### src/rtl/req_encoder16to4_pkg.sv
// Shared definitions for the 16-to-4 request encoder: sizes, FSM state
// encoding and the one-hot helper that the decoder tests also use.
package req_encoder16to4_pkg;

   localparam int WIDTH = 16;
   localparam int IDXW  = 4;

   typedef enum logic {
      ST_IDLE  = 1'b0,
      ST_OFFER = 1'b1
   } state_t;

   // One-hot vector with only bit 'idx' set.
   function automatic logic [WIDTH-1:0] onehot16(input logic [IDXW-1:0] idx);
      logic [WIDTH-1:0] v;
      v      = '0;
      v[idx] = 1'b1;
      return v;
   endfunction

endpackage

### src/rtl/req_encoder16to4_if.sv
// Request/grant bundle of the encoder. The slave side is the encoder,
// the master side drives requests and consumes granted indices.
interface req_encoder16to4_if;
   import req_encoder16to4_pkg::*;

   logic             en;
   logic [WIDTH-1:0] req;
   logic             ready;
   logic             valid;
   logic [IDXW-1:0]  idx;
   logic [WIDTH-1:0] pend;
   logic             drop;

   modport master (
      output en, req, ready,
      input  valid, idx, pend, drop
   );

   modport slave (
      input  en, req, ready,
      output valid, idx, pend, drop
   );

endinterface

### src/rtl/req_encoder16to4_rr_pick16.sv
// Combinational round-robin picker: finds the first set bit of i_m at or
// above i_ptr, wrapping from bit 15 back to bit 0.
module rr_pick16
   import req_encoder16to4_pkg::*;
(
   input  logic [WIDTH-1:0] i_m,
   input  logic [IDXW-1:0]  i_ptr,
   output logic             o_any,
   output logic [IDXW-1:0]  o_sel
);

   logic [2*WIDTH-1:0] w_dbl;
   logic [WIDTH-1:0]   w_rot;
   logic [IDXW-1:0]    w_low;

   // Rotating right by the pointer turns "first at/after ptr" into "lowest set".
   assign w_dbl = {i_m, i_m} >> i_ptr;
   assign w_rot = w_dbl[WIDTH-1:0];

   // Lowest-set-bit search; scanning downward lets the lowest hit win.
   always_comb begin
      w_low = '0;
      for (int i = WIDTH - 1; i >= 0; i--) begin
         if (w_rot[i]) begin
            w_low = i[IDXW-1:0];
         end
      end
   end

   // Undo the rotation; the 4-bit add wraps modulo 16 naturally.
   assign o_sel = w_low + i_ptr;
   assign o_any = |i_m;

endmodule

### src/rtl/req_encoder16to4.sv
// 16-to-4 request encoder: sticky pending set, one granted index per
// VALID/READY handshake, round-robin (RR=1) or lowest-first (RR=0).
module req_encoder16to4
   import req_encoder16to4_pkg::*;
#(
   parameter int RR = 1
)
(
   input  logic               i_clk,
   input  logic               i_rst,
   req_encoder16to4_if.slave  bus
);

   state_t           r_state;
   logic [WIDTH-1:0] r_pend;
   logic [IDXW-1:0]  r_ptr;
   logic [IDXW-1:0]  r_idx;
   logic             r_valid;
   logic             r_drop;

   logic             w_hs;
   logic [WIDTH-1:0] w_clr;
   logic [WIDTH-1:0] w_cap;
   logic [WIDTH-1:0] w_pend_next;
   logic             w_drop_next;
   logic [WIDTH-1:0] w_pick_m;
   logic [IDXW-1:0]  w_pick_start;
   logic [IDXW-1:0]  w_pick_ptr;
   logic             w_any;
   logic [IDXW-1:0]  w_sel;

   // A completed handshake retires the offered bit; new requests win over it.
   assign w_hs        = r_valid & bus.ready;
   assign w_clr       = w_hs ? onehot16(r_idx) : '0;
   assign w_cap       = bus.en ? bus.req : '0;
   assign w_pend_next = (r_pend & ~w_clr) | w_cap;
   assign w_drop_next = bus.en & (|(bus.req & r_pend & ~w_clr));

   // While offering, the next pick excludes the bit being granted and only
   // sees the registered set, so same-cycle requests wait for a later pick.
   assign w_pick_m     = (r_state == ST_OFFER) ? (r_pend & ~onehot16(r_idx)) : r_pend;
   assign w_pick_start = (r_state == ST_OFFER) ? (r_idx + IDXW'(1)) : r_ptr;
   assign w_pick_ptr   = (RR != 0) ? w_pick_start : '0;

   rr_pick16 u_pick (
      .i_m   (w_pick_m),
      .i_ptr (w_pick_ptr),
      .o_any (w_any),
      .o_sel (w_sel)
   );

   // Pending set, drop pulse and the IDLE/OFFER grant state machine.
   always_ff @(posedge i_clk) begin
      if (i_rst) begin
         r_state <= ST_IDLE;
         r_pend  <= '0;
         r_ptr   <= '0;
         r_idx   <= '0;
         r_valid <= 1'b0;
         r_drop  <= 1'b0;
      end else begin
         r_pend <= w_pend_next;
         r_drop <= w_drop_next;
         case (r_state)
            ST_IDLE: begin
               if (w_any) begin
                  r_state <= ST_OFFER;
                  r_valid <= 1'b1;
                  r_idx   <= w_sel;
               end
            end
            ST_OFFER: begin
               // IDX is frozen until the consumer takes it.
               if (bus.ready) begin
                  r_ptr <= r_idx + IDXW'(1);
                  if (w_any) begin
                     r_idx <= w_sel;
                  end else begin
                     r_state <= ST_IDLE;
                     r_valid <= 1'b0;
                  end
               end
            end
            default: begin
               r_state <= ST_IDLE;
               r_valid <= 1'b0;
            end
         endcase
      end
   end

   assign bus.valid = r_valid;
   assign bus.idx   = r_idx;
   assign bus.pend  = r_pend;
   assign bus.drop  = r_drop;

endmodule
### src/flat_wrapper.sv
// flat-port wrapper written by rule: the top's interface ports become plain ports
module req_encoder16to4_flat import req_encoder16to4_pkg::*;
#(
   parameter int RR = 1
)
  (i_clk, i_rst, bus_en, bus_req, bus_ready, bus_valid, bus_idx, bus_pend, bus_drop);
  req_encoder16to4_if bus_i ();
  input  logic i_clk;
  input  logic i_rst;
  input wire logic [$bits(bus_i.en)-1:0] bus_en;
  input wire logic [$bits(bus_i.req)-1:0] bus_req;
  input wire logic [$bits(bus_i.ready)-1:0] bus_ready;
  output wire logic [$bits(bus_i.valid)-1:0] bus_valid;
  output wire logic [$bits(bus_i.idx)-1:0] bus_idx;
  output wire logic [$bits(bus_i.pend)-1:0] bus_pend;
  output wire logic [$bits(bus_i.drop)-1:0] bus_drop;
  assign bus_i.en = bus_en;
  assign bus_i.req = bus_req;
  assign bus_i.ready = bus_ready;
  assign bus_valid = bus_i.valid;
  assign bus_idx = bus_i.idx;
  assign bus_pend = bus_i.pend;
  assign bus_drop = bus_i.drop;
  req_encoder16to4 #(.RR(RR)) u_core (.i_clk(i_clk), .i_rst(i_rst), .bus(bus_i));
endmodule
### config.mk
export PLATFORM = sky130hd
export DESIGN_NAME = req_encoder16to4_flat
export DESIGN_NICKNAME = d
export VERILOG_FILES = /design/src/rtl/req_encoder16to4_pkg.sv /design/src/rtl/req_encoder16to4_if.sv /design/src/rtl/req_encoder16to4_rr_pick16.sv /design/src/rtl/req_encoder16to4.sv /design/src/flat_wrapper.sv
export SDC_FILE = /design/constraint.sdc
export NUM_CORES = 1
export LEC_CHECK = 0
export ABC_AREA = 0
export ABC_CLOCK_PERIOD_IN_PS = 5200
export BUFFER_PORTS_ARGS = -buffer_cell sky130_fd_sc_hd__buf_2
export CAP_MARGIN = 20
export CORE_MARGIN = 10
export CORE_UTILIZATION = 52
export CTS_CLUSTER_SIZE = 25
export DETAILED_ROUTE_END_ITERATION = 6
export GPL_ROUTABILITY_DRIVEN = 0
export HOLD_SLACK_MARGIN = 0.12
export MAX_ROUTING_LAYER = met4
export PLACE_DENSITY = 0.74
export SETUP_SLACK_MARGIN = 0.1
export SKIP_CTS_REPAIR_TIMING = 1
export SYNTH_ARGS = -nofsm -noshare
export SYNTH_HDL_FRONTEND = slang
export SYNTH_HIERARCHICAL = 1
export SYNTH_SLANG_ARGS = --single-unit
### constraint.sdc
create_clock -name i_clk -period 5.2 [get_ports i_clk]
set_input_delay 0.78 -clock i_clk [delete_from_list [all_inputs] [get_ports i_clk]]
set_output_delay 0.78 -clock i_clk [all_outputs]
set_load 0.1 [all_outputs]
### Word-level counts from Yosys, hierarchy flattened

Cells that the tools add are included.

* add/subtract/negate cells: 2
* multiply operators: 0
* div/mod/pow operators: 0
* $lt $le $gt $ge: 2
* equal/unequal tests: 3
* shift-type cells: 1
* multiplexer cells: 32
* bitwise logic cells: 10
* reduce and logical (&&, ||, !) cells: 5

Operators by type and width (number)
* 4-bit 2-to-1 mux: 19
* 16-bit bitwise AND: 4
* 16-bit 2-to-1 mux: 3
* 16-bit inverter: 2
* 16-bit OR reduction: 2
* 32-bit by 4-bit right shift with 16-bit output: 1
* 16-bit OR: 1
* 4-bit case mux with 2 select lines: 1
* 1-bit 2-to-1 mux: 6
* 2-bit inequality test, second input constant: 3
* 4-bit by 5-bit less-than comparator with 1-bit output, second input constant: 1
* 4-bit by 1-bit adder with 4-bit output, second input constant: 1
* 4-bit adder: 1
* 1-bit demux with 4-bit select: 1
* 4-bit by 1-bit >= comparator with 1-bit output, second input constant: 1
* 1-bit case mux with 2 select lines: 2
* 3-bit AND reduction: 1
* 1-bit bitwise AND: 2
* 2-bit AND reduction: 1
* 1-bit logical AND: 1
* 1-bit inverter: 1

* flip-flop bits (word level): 27
* latch bits: 0
* bits in writable memories: 0
* ROM bits: 0
* bits of input ports: 20
* output and inout bits: 22
* word-level logic and storage cells: 61
* memories kept: 0

### Longest topological paths before layout

Gate-level depths: netlist (run 1).

* depth after elaboration: 28
* mapped depth: 18
* mapped depth without buffers: 17

### Hierarchy

Netlist (run 1), hierarchy kept.

Modules (own cells, without submodules)
* req_encoder16to4: instances 1, cells an instance 186, area each 1465.2 µm², seq. area each 540.5 µm²
* rr_pick16: instances 1, cells an instance 99, area each 1184.9 µm², seq. area each 0.0 µm²

### Worst setup path after synthesis (run 1)

No wires, ideal clock.

* path type: reg2reg
* start: reg u_core.r_idx[0], in the netlist u_core/bus.idx[0]
* end: reg u_core.r_idx[3], in the netlist u_core/bus.idx[3]
* library setup time: 0.128 ns
* arrival: 4.709 ns
* data required time: 5.072 ns
* path slack: 0.363 ns
* cell stages (with the launch flop): 19
* path buffers: 2
* clock period less this slack: 4.837 ns
* cell sequence: dfxtp_1 -> inv_1 -> ha_1 -> mux2_2 -> buf_6 -> buf_12 -> mux4_2 -> mux4_2 -> or2_4 -> nor2_1 -> o21ai_1 -> a41oi_1 -> ha_1 -> a21o_1 -> a21oi_1 -> xnor2_1 -> xnor2_1 -> mux2i_1 -> nor2_1

* elaborated cells on any way between the ends: 32
* classes of those cells: add/sub (2); order compare (2); shift (1); mux (23); bitwise (2); reduce/logical (2)

RTL lines
* start: declaration: line req_encoder16to4.sv:17 `logic [IDXW-1:0] r_idx;`
* start signal: assignment: line req_encoder16to4.sv:69 `r_idx <= w_sel;`
* start signal: assignment: line req_encoder16to4.sv:77 `r_idx <= w_sel;`
* 4-bit by 1-bit adder with 4-bit output *: line req_encoder16to4.sv:42 `assign w_pick_start = (r_state == ST_OFFER) ? (r_idx + IDXW'(1)) : r_ptr;`
* 4-bit 2-to-1 mux *: line req_encoder16to4.sv:42
* named net u_core.w_pick_ptr[1]: line req_encoder16to4.sv:28 `logic [IDXW-1:0] w_pick_ptr;`
* 32-bit by 4-bit right shift with 16-bit output: line req_encoder16to4_rr_pick16.sv:17 `assign w_dbl = {i_m, i_m} >> i_ptr;`
* 4-bit 2-to-1 mux (16 in series): line req_encoder16to4_rr_pick16.sv:24 `if (w_rot[i]) begin`
* 4-bit adder *: line req_encoder16to4_rr_pick16.sv:31 `assign o_sel = w_low + i_ptr;`
* named net u_core.w_sel[3]: line req_encoder16to4.sv:30 `logic [IDXW-1:0] w_sel;`
* 4-bit 2-to-1 mux *: line req_encoder16to4.sv:66, req_encoder16to4.sv:76
* 4-bit 2-to-1 mux: line req_encoder16to4.sv:74 `if (bus.ready) begin`
* 4-bit case mux with 2 select lines *: line req_encoder16to4.sv:64 `case (r_state)`

The timed path passes the listed nets; every way through them passes the cells marked *. The select of a mux whose other input is x is not followed.
A chain may end at the register's enable or synchronous reset.

### Worst setup path after layout (run 1)

Ends and elaborated chain as after synthesis.

==> results of run 1 <==
==> worst paths after layout <==
path                startpoint                 to  slack, ns  cells after the start
min reg2reg    u_core/r_ptr[1]    u_core/r_ptr[1]       0.47                      2
max          u_core/bus.idx[0]  u_core/bus.idx[3]       0.66                     16
min            u_core/r_ptr[1]    u_core/r_ptr[1]       0.47                      2
max reg2reg  u_core/bus.idx[0]  u_core/bus.idx[3]       0.66                     16
==> cells in the final DEF (no fill, tap or decap), drive strengths merged, types with 4 or more instances in the layout <==
cell type  instances
o31a               5
o21a              12
nor2              33
or2                4
nand2             35
mux4              24
buf               43
a21oi             14
a22oi             16
nand3              6
a31oi              5
nand2b             4
clkbuf             4
nor4               4
ha                 7
mux2i             15
dfxtp             27
mux2              12
inv                7
==> worst min-delay path: cells and delay by family, from the launching register on <==
kind	cells	cell delay (ns)
simple gates	1	0.05
compound gates	1	0.06
flops	1	0.32
==> layout make-up <==
type / instances / area [sq um] / share of cell area
clock buffer: 4 / 45.0 / 0.0156
multi-input combinational: 231 / 1980 / 0.683
timing repair buffer: 43 / 220 / 0.0760
tap: 67 / 83.8 / 0.0289
inverter: 8 / 30.0 / 0.0104
sequential: 27 / 541 / 0.187
==> metrics by stage <==
stage | cells | worst slack [ns] | cell area, sq um | total power [mW] | util
after global routing | 380 | 0.247 | 2900 | 1.45 | 0.601
after global placement | 376 | 0.825 | 2850 | 1.21 | 0.592
after CTS | 380 | 0.664 | 2900 | 1.36 | 0.601
final | 380 | 0.655 | 2900 | 1.36 | 0.601
after detailed placement | 376 | 0.689 | 2850 | 1.23 | 0.592
after floorplan | 285 | 0.363 | 2650 | 1.08 | -
==> kinds of logic (layout without fill, tap and decap cells) <==
family,Yosys count,after routing,share of synthesized area
AND/OR/NAND/NOR,100,100,0.186
AO/OA/AOI/OAI,67,67,0.180
multiplexers,51,51,0.323
flip-flops,27,27,0.204
buffers and inverters,27,55,0.0500
adder cells (fa/ha/maj),8,8,0.0406
XOR/XNOR,5,5,0.0165
==> power by group <==
| group | internal, mW | switching [mW] | leakage, nW | total [mW] |
|---|---|---|---|---|
| clock network | 0.0550 | 0.0674 | 0.0228 | 0.122 |
| registers | 0.233 | 0.0478 | 0.224 | 0.281 |
| logic | 0.388 | 0.571 | 0.962 | 0.959 |
| total | 0.676 | 0.687 | 1.21 | 1.36 |
==> routing by layer <==
layer / GRT usage / up-vias / share of wire
li1: - / 1148 / -
met3: 0.0296 / 8 / 0.046
met4: 0.0366 / 0 / 0.0081
met5: - / - / 0
met1: 0.216 / 1182 / 0.45
met2: 0.290 / 90 / 0.50
==> sequential cells by signal (all words and copies together) (netlist names) <==
signal,count
u_core/bus.pend,16
u_core/bus.valid,1
u_core/bus.idx,4
u_core/r_ptr,4
u_core/bus.drop,1
u_core/r_state,1
==> out/qor.yml, run 1 <==
status: "complete, no violations"
yosysSeqAreaShare: 0.204
min_period_over_period: 0.874
synth_cells: 285
whs_ns: 0.471
hold_path.class: "register to register"
die_h_microns: 91.4
postSynthAreaPerCell_sq_um: 9.30
start_kind: "register"
clkTransAtPathRegs_ns: 0.09
numPortBuffers: 41
skew_ns: 0.00369
drtPass1Iterations: 5
fillerInstances: 457
syn_nets: 313
maxSlewViolCount: 0
ant_nets: 0
worst_pin_slew_ns: 0.560
drc: 0
final-hold-violation-count: 0
num_rows: 25
max_stage_delay_ns: 0.71
dieArea_sq_mm: 0.00835
vias_per_cell: 6.39
h-tree-depth: 1
synth_edf_count: 0
synth_seq_cells: 27
cts_tree: "done"
drive_gt1_frac: 0.275
synth_flop_cell: "dfxtp_1"
cts_buffer_depth: 2
fmax_mhz: 220
routed_wl_microns: 7400
yosys-top-cells-area: "dfxtp_1 (20%), mux4_2 (14%), mux4_1 (7.9%)"
cp-end-kind: "register"
grt_pass1_vias: 2405
grt_pass1_wl_microns: 12000
synth_cell_types: 54
areaGrowthSynthToFinish_pct: 9.30
irDropWorstVdd_v: 0.000218
timing.critical_path.buf_inv: 1
insertion_delay_ns: 0.27
dp_hpwl_microns: 5690
cpMaxStageDelayCell: "mux4_1"
worstPathRequired_ns: 5.35
async_flop_share: 0
min_period_ns: 4.54
root_buffer: "clkbuf_8"
syn-cell-area_sq_mm: 0.00265
power.density_mw_per_mm2: 471
slew_headroom: 0.626
fin_setup_tns_ns: 0
grt_remaining_overflow: 0
path_delay_family: "multiplexers"
drtIter0Drc: 273
ys.warnings.count: 6
cts.sinks: 27
yosysTopAreaCellShare: 0.204
finalSetupViolations: 0
total_leakage_power_nw: 1.21
crit_type: "register to register"
yosysMostFrequentCell: "nand2_1"
core_sq_mm: 0.00482
vias: 2428
path_max_fanout: 18
antenna_found_initial: 0
worstPathArrival_ns: 4.70
yosysTopAreaCell: "dfxtp_1"
maxCapViolations: 0
start_util: 0.550
nets: 342
grt_max_degree: 27
die_w_microns: 91.4
num_antenna_cells: 0
globalRouteTotalUtil: 0.174
cts_buffers: 3
synthTopCellsByCount: "nand2_1 (34), nor2_1 (32), dfxtp_1 (27)"
rsz0062_at_grt: "no"
routedWlPerCell_microns: 19.5
crit_path_cell_trace: "inv_1, ha_1, mux2_2, mux4_1, mux4_2, or2_1, nor2_1, o21ai_1, a41oi_1, ha_1, a21o_1, a21oi_1, xnor2_1, xnor2_1, mux2i_1, nor2_1"
pin_count: 42
Power figures use the tool's default switching activity.
==> inputs of run 2 (changes only) <==
--- a/config.mk
+++ b/config.mk
@@ -5,8 +5,7 @@
 export SDC_FILE = /design/constraint.sdc
 export NUM_CORES = 1
 export LEC_CHECK = 0
-export ABC_AREA = 0
-export ABC_CLOCK_PERIOD_IN_PS = 5200
+export ABC_CLOCK_PERIOD_IN_PS = 5400
 export BUFFER_PORTS_ARGS = -buffer_cell sky130_fd_sc_hd__buf_2
 export CAP_MARGIN = 20
 export CORE_MARGIN = 10
==> constraint.sdc (replaced) <==
create_clock -name i_clk -period 5.4 [get_ports i_clk]
set_input_delay 0.81 -clock i_clk [delete_from_list [all_inputs] [get_ports i_clk]]
set_output_delay 0.81 -clock i_clk [all_outputs]
set_load 0.1 [all_outputs]
==> out/qor.yml, run 2 (synthesized netlist as in run 1, its figures left out) <==
status: "complete, no violations"
reg2reg_from: "u_core/bus.idx[0]"
path_max_fanout: 18
crit_type: "register to register"
worstPathRequired_ns: 5.55
preCtsSetupSlack_ns: 0.891
largest_register_ffs: 16
min_period_over_period: 0.839
min_period_ns: 4.53
vias_per_cell: 6.54
min_path_cells: 2
skew_ns: 0.00243
vias: 2486
ff2ff_setup_slack_ns: 0.87
total_leakage_power_nw: 1.21
grt_pass1_wl_microns: 11900
routedWlPerCell_microns: 19.3
root_buffer: "clkbuf_8"
clkTransAtPathRegs_ns: 0.09
worstPathArrival_ns: 4.68
cts_tree: "done"
final-hold-violation-count: 0
min_to: "u_core/r_ptr[1]"
start_util: 0.550
final_common_cell: "buf_2"
finalSetupViolations: 0
r2r_end: "u_core/bus.idx[3]"
power.density_mw_per_mm2: 451
num_rows: 25
globalRouteTotalUtil: 0.174
grt_max_degree: 27
numPortBuffers: 41
die_h_microns: 91.4
setup_slack_ns: 0.869
hold_path.class: "register to register"
dieArea_sq_mm: 0.00835
drtPass1Iterations: 5
slew_headroom: 0.605
irDropWorstVdd_v: 0.000189
drc: 0
rsz0062_at_grt: "no"
num_antenna_cells: 0
fmax_mhz: 221
routed_wl_microns: 7320
h-tree-depth: 1
pin_count: 42
fin_setup_tns_ns: 0
cts_buffer_depth: 2
start_kind: "register"
dp_hpwl_microns: 5680
nets: 342
insertion_delay_ns: 0.27
maxCapViolations: 0
areaGrowthSynthToFinish_pct: 9.30
reg2reg_depth: 16
worst_pin_slew_ns: 0.592
hp-start: "u_core/r_ptr[1]"
cts_buffers: 3
grt_remaining_overflow: 0
die_w_microns: 91.4
antenna_found_initial: 0
core_sq_mm: 0.00482
final_cell_mix: "buf_2 (41), nand2_1 (34), nor2_1 (32), dfxtp_1 (27)"
drive_gt1_frac: 0.275
cts.sinks: 27
ant_nets: 0
grt_pass1_vias: 2421
cp-end-kind: "register"
maxSlewViolCount: 0
drtIter0Drc: 246
[run 2: cell counts in the layout (fill, tap and decap cells not counted)]
Identical to the previous run, type by type.
[run 2: per-stage QoR]
step	utilization	total power [mW]	cell area (sq um)	hold WS [ns]	cells
2_1_floorplan	-	1.04	2650	0.434	285
3_3_place_gp	0.592	1.16	2850	0.443	376
3_5_place_dp	0.592	1.18	2850	0.457	376
4_1_cts	0.601	1.30	2900	0.470	380
5_1_grt	0.601	1.40	2900	0.502	380
6_report	0.601	1.31	2900	0.473	380
[run 2: worst max path at each step]
stage,to,slack [ns],from
after floorplan,u_core/bus.idx[3],0.56,u_core/bus.idx[0]
after global placement,u_core/bus.idx[3],1.03,u_core/bus.idx[0]
after detailed placement,u_core/bus.idx[3],0.89,u_core/bus.idx[0]
after CTS,u_core/bus.idx[3],0.87,u_core/bus.idx[0]
after global routing,u_core/bus.idx[3],0.42,u_core/bus.idx[0]
final,u_core/bus.idx[3],0.87,u_core/bus.idx[0]
[run 2: critical path, cell delays in order, from the launching register on]
cell	delay [ns]
dfxtp_1	0.46
inv_1	0.11
ha_1	0.30
mux2_2	0.51
mux4_1	0.71
mux4_2	0.51
or2_4	0.28
nor2_1	0.10
o21ai_1	0.07
a41oi_1	0.32
ha_1	0.30
a21o_1	0.15
a21oi_1	0.17
xnor2_1	0.15
xnor2_1	0.09
mux2i_1	0.12
nor2_1	0.06
[run 2: final cells by class]
cell class,instances,area (sq um)
repair buffers,43,220
inverters,8,30.0
fillers,457,1920
multi-input cells,231,1980
well taps,67,83.8
flip-flops and latches,27,541
clock buffers,4,45.0
[run 2: power breakdown]
group	switching, mW	total, mW	internal [mW]
sequential	0.0461	0.271	0.225
combinational	0.547	0.919	0.373
clock	0.0642	0.117	0.0529
total	0.657	1.31	0.650
[run 2: routing by layer]
metal	track usage	up-vias	share of wire	wire length (microns)
li1	-	1150	-	-
met2	0.292	115	0.50	3670
met5	-	-	0	0
met3	0.0305	6	0.052	383
met1	0.214	1215	0.44	3220
met4	0.0326	0	0.0059	43
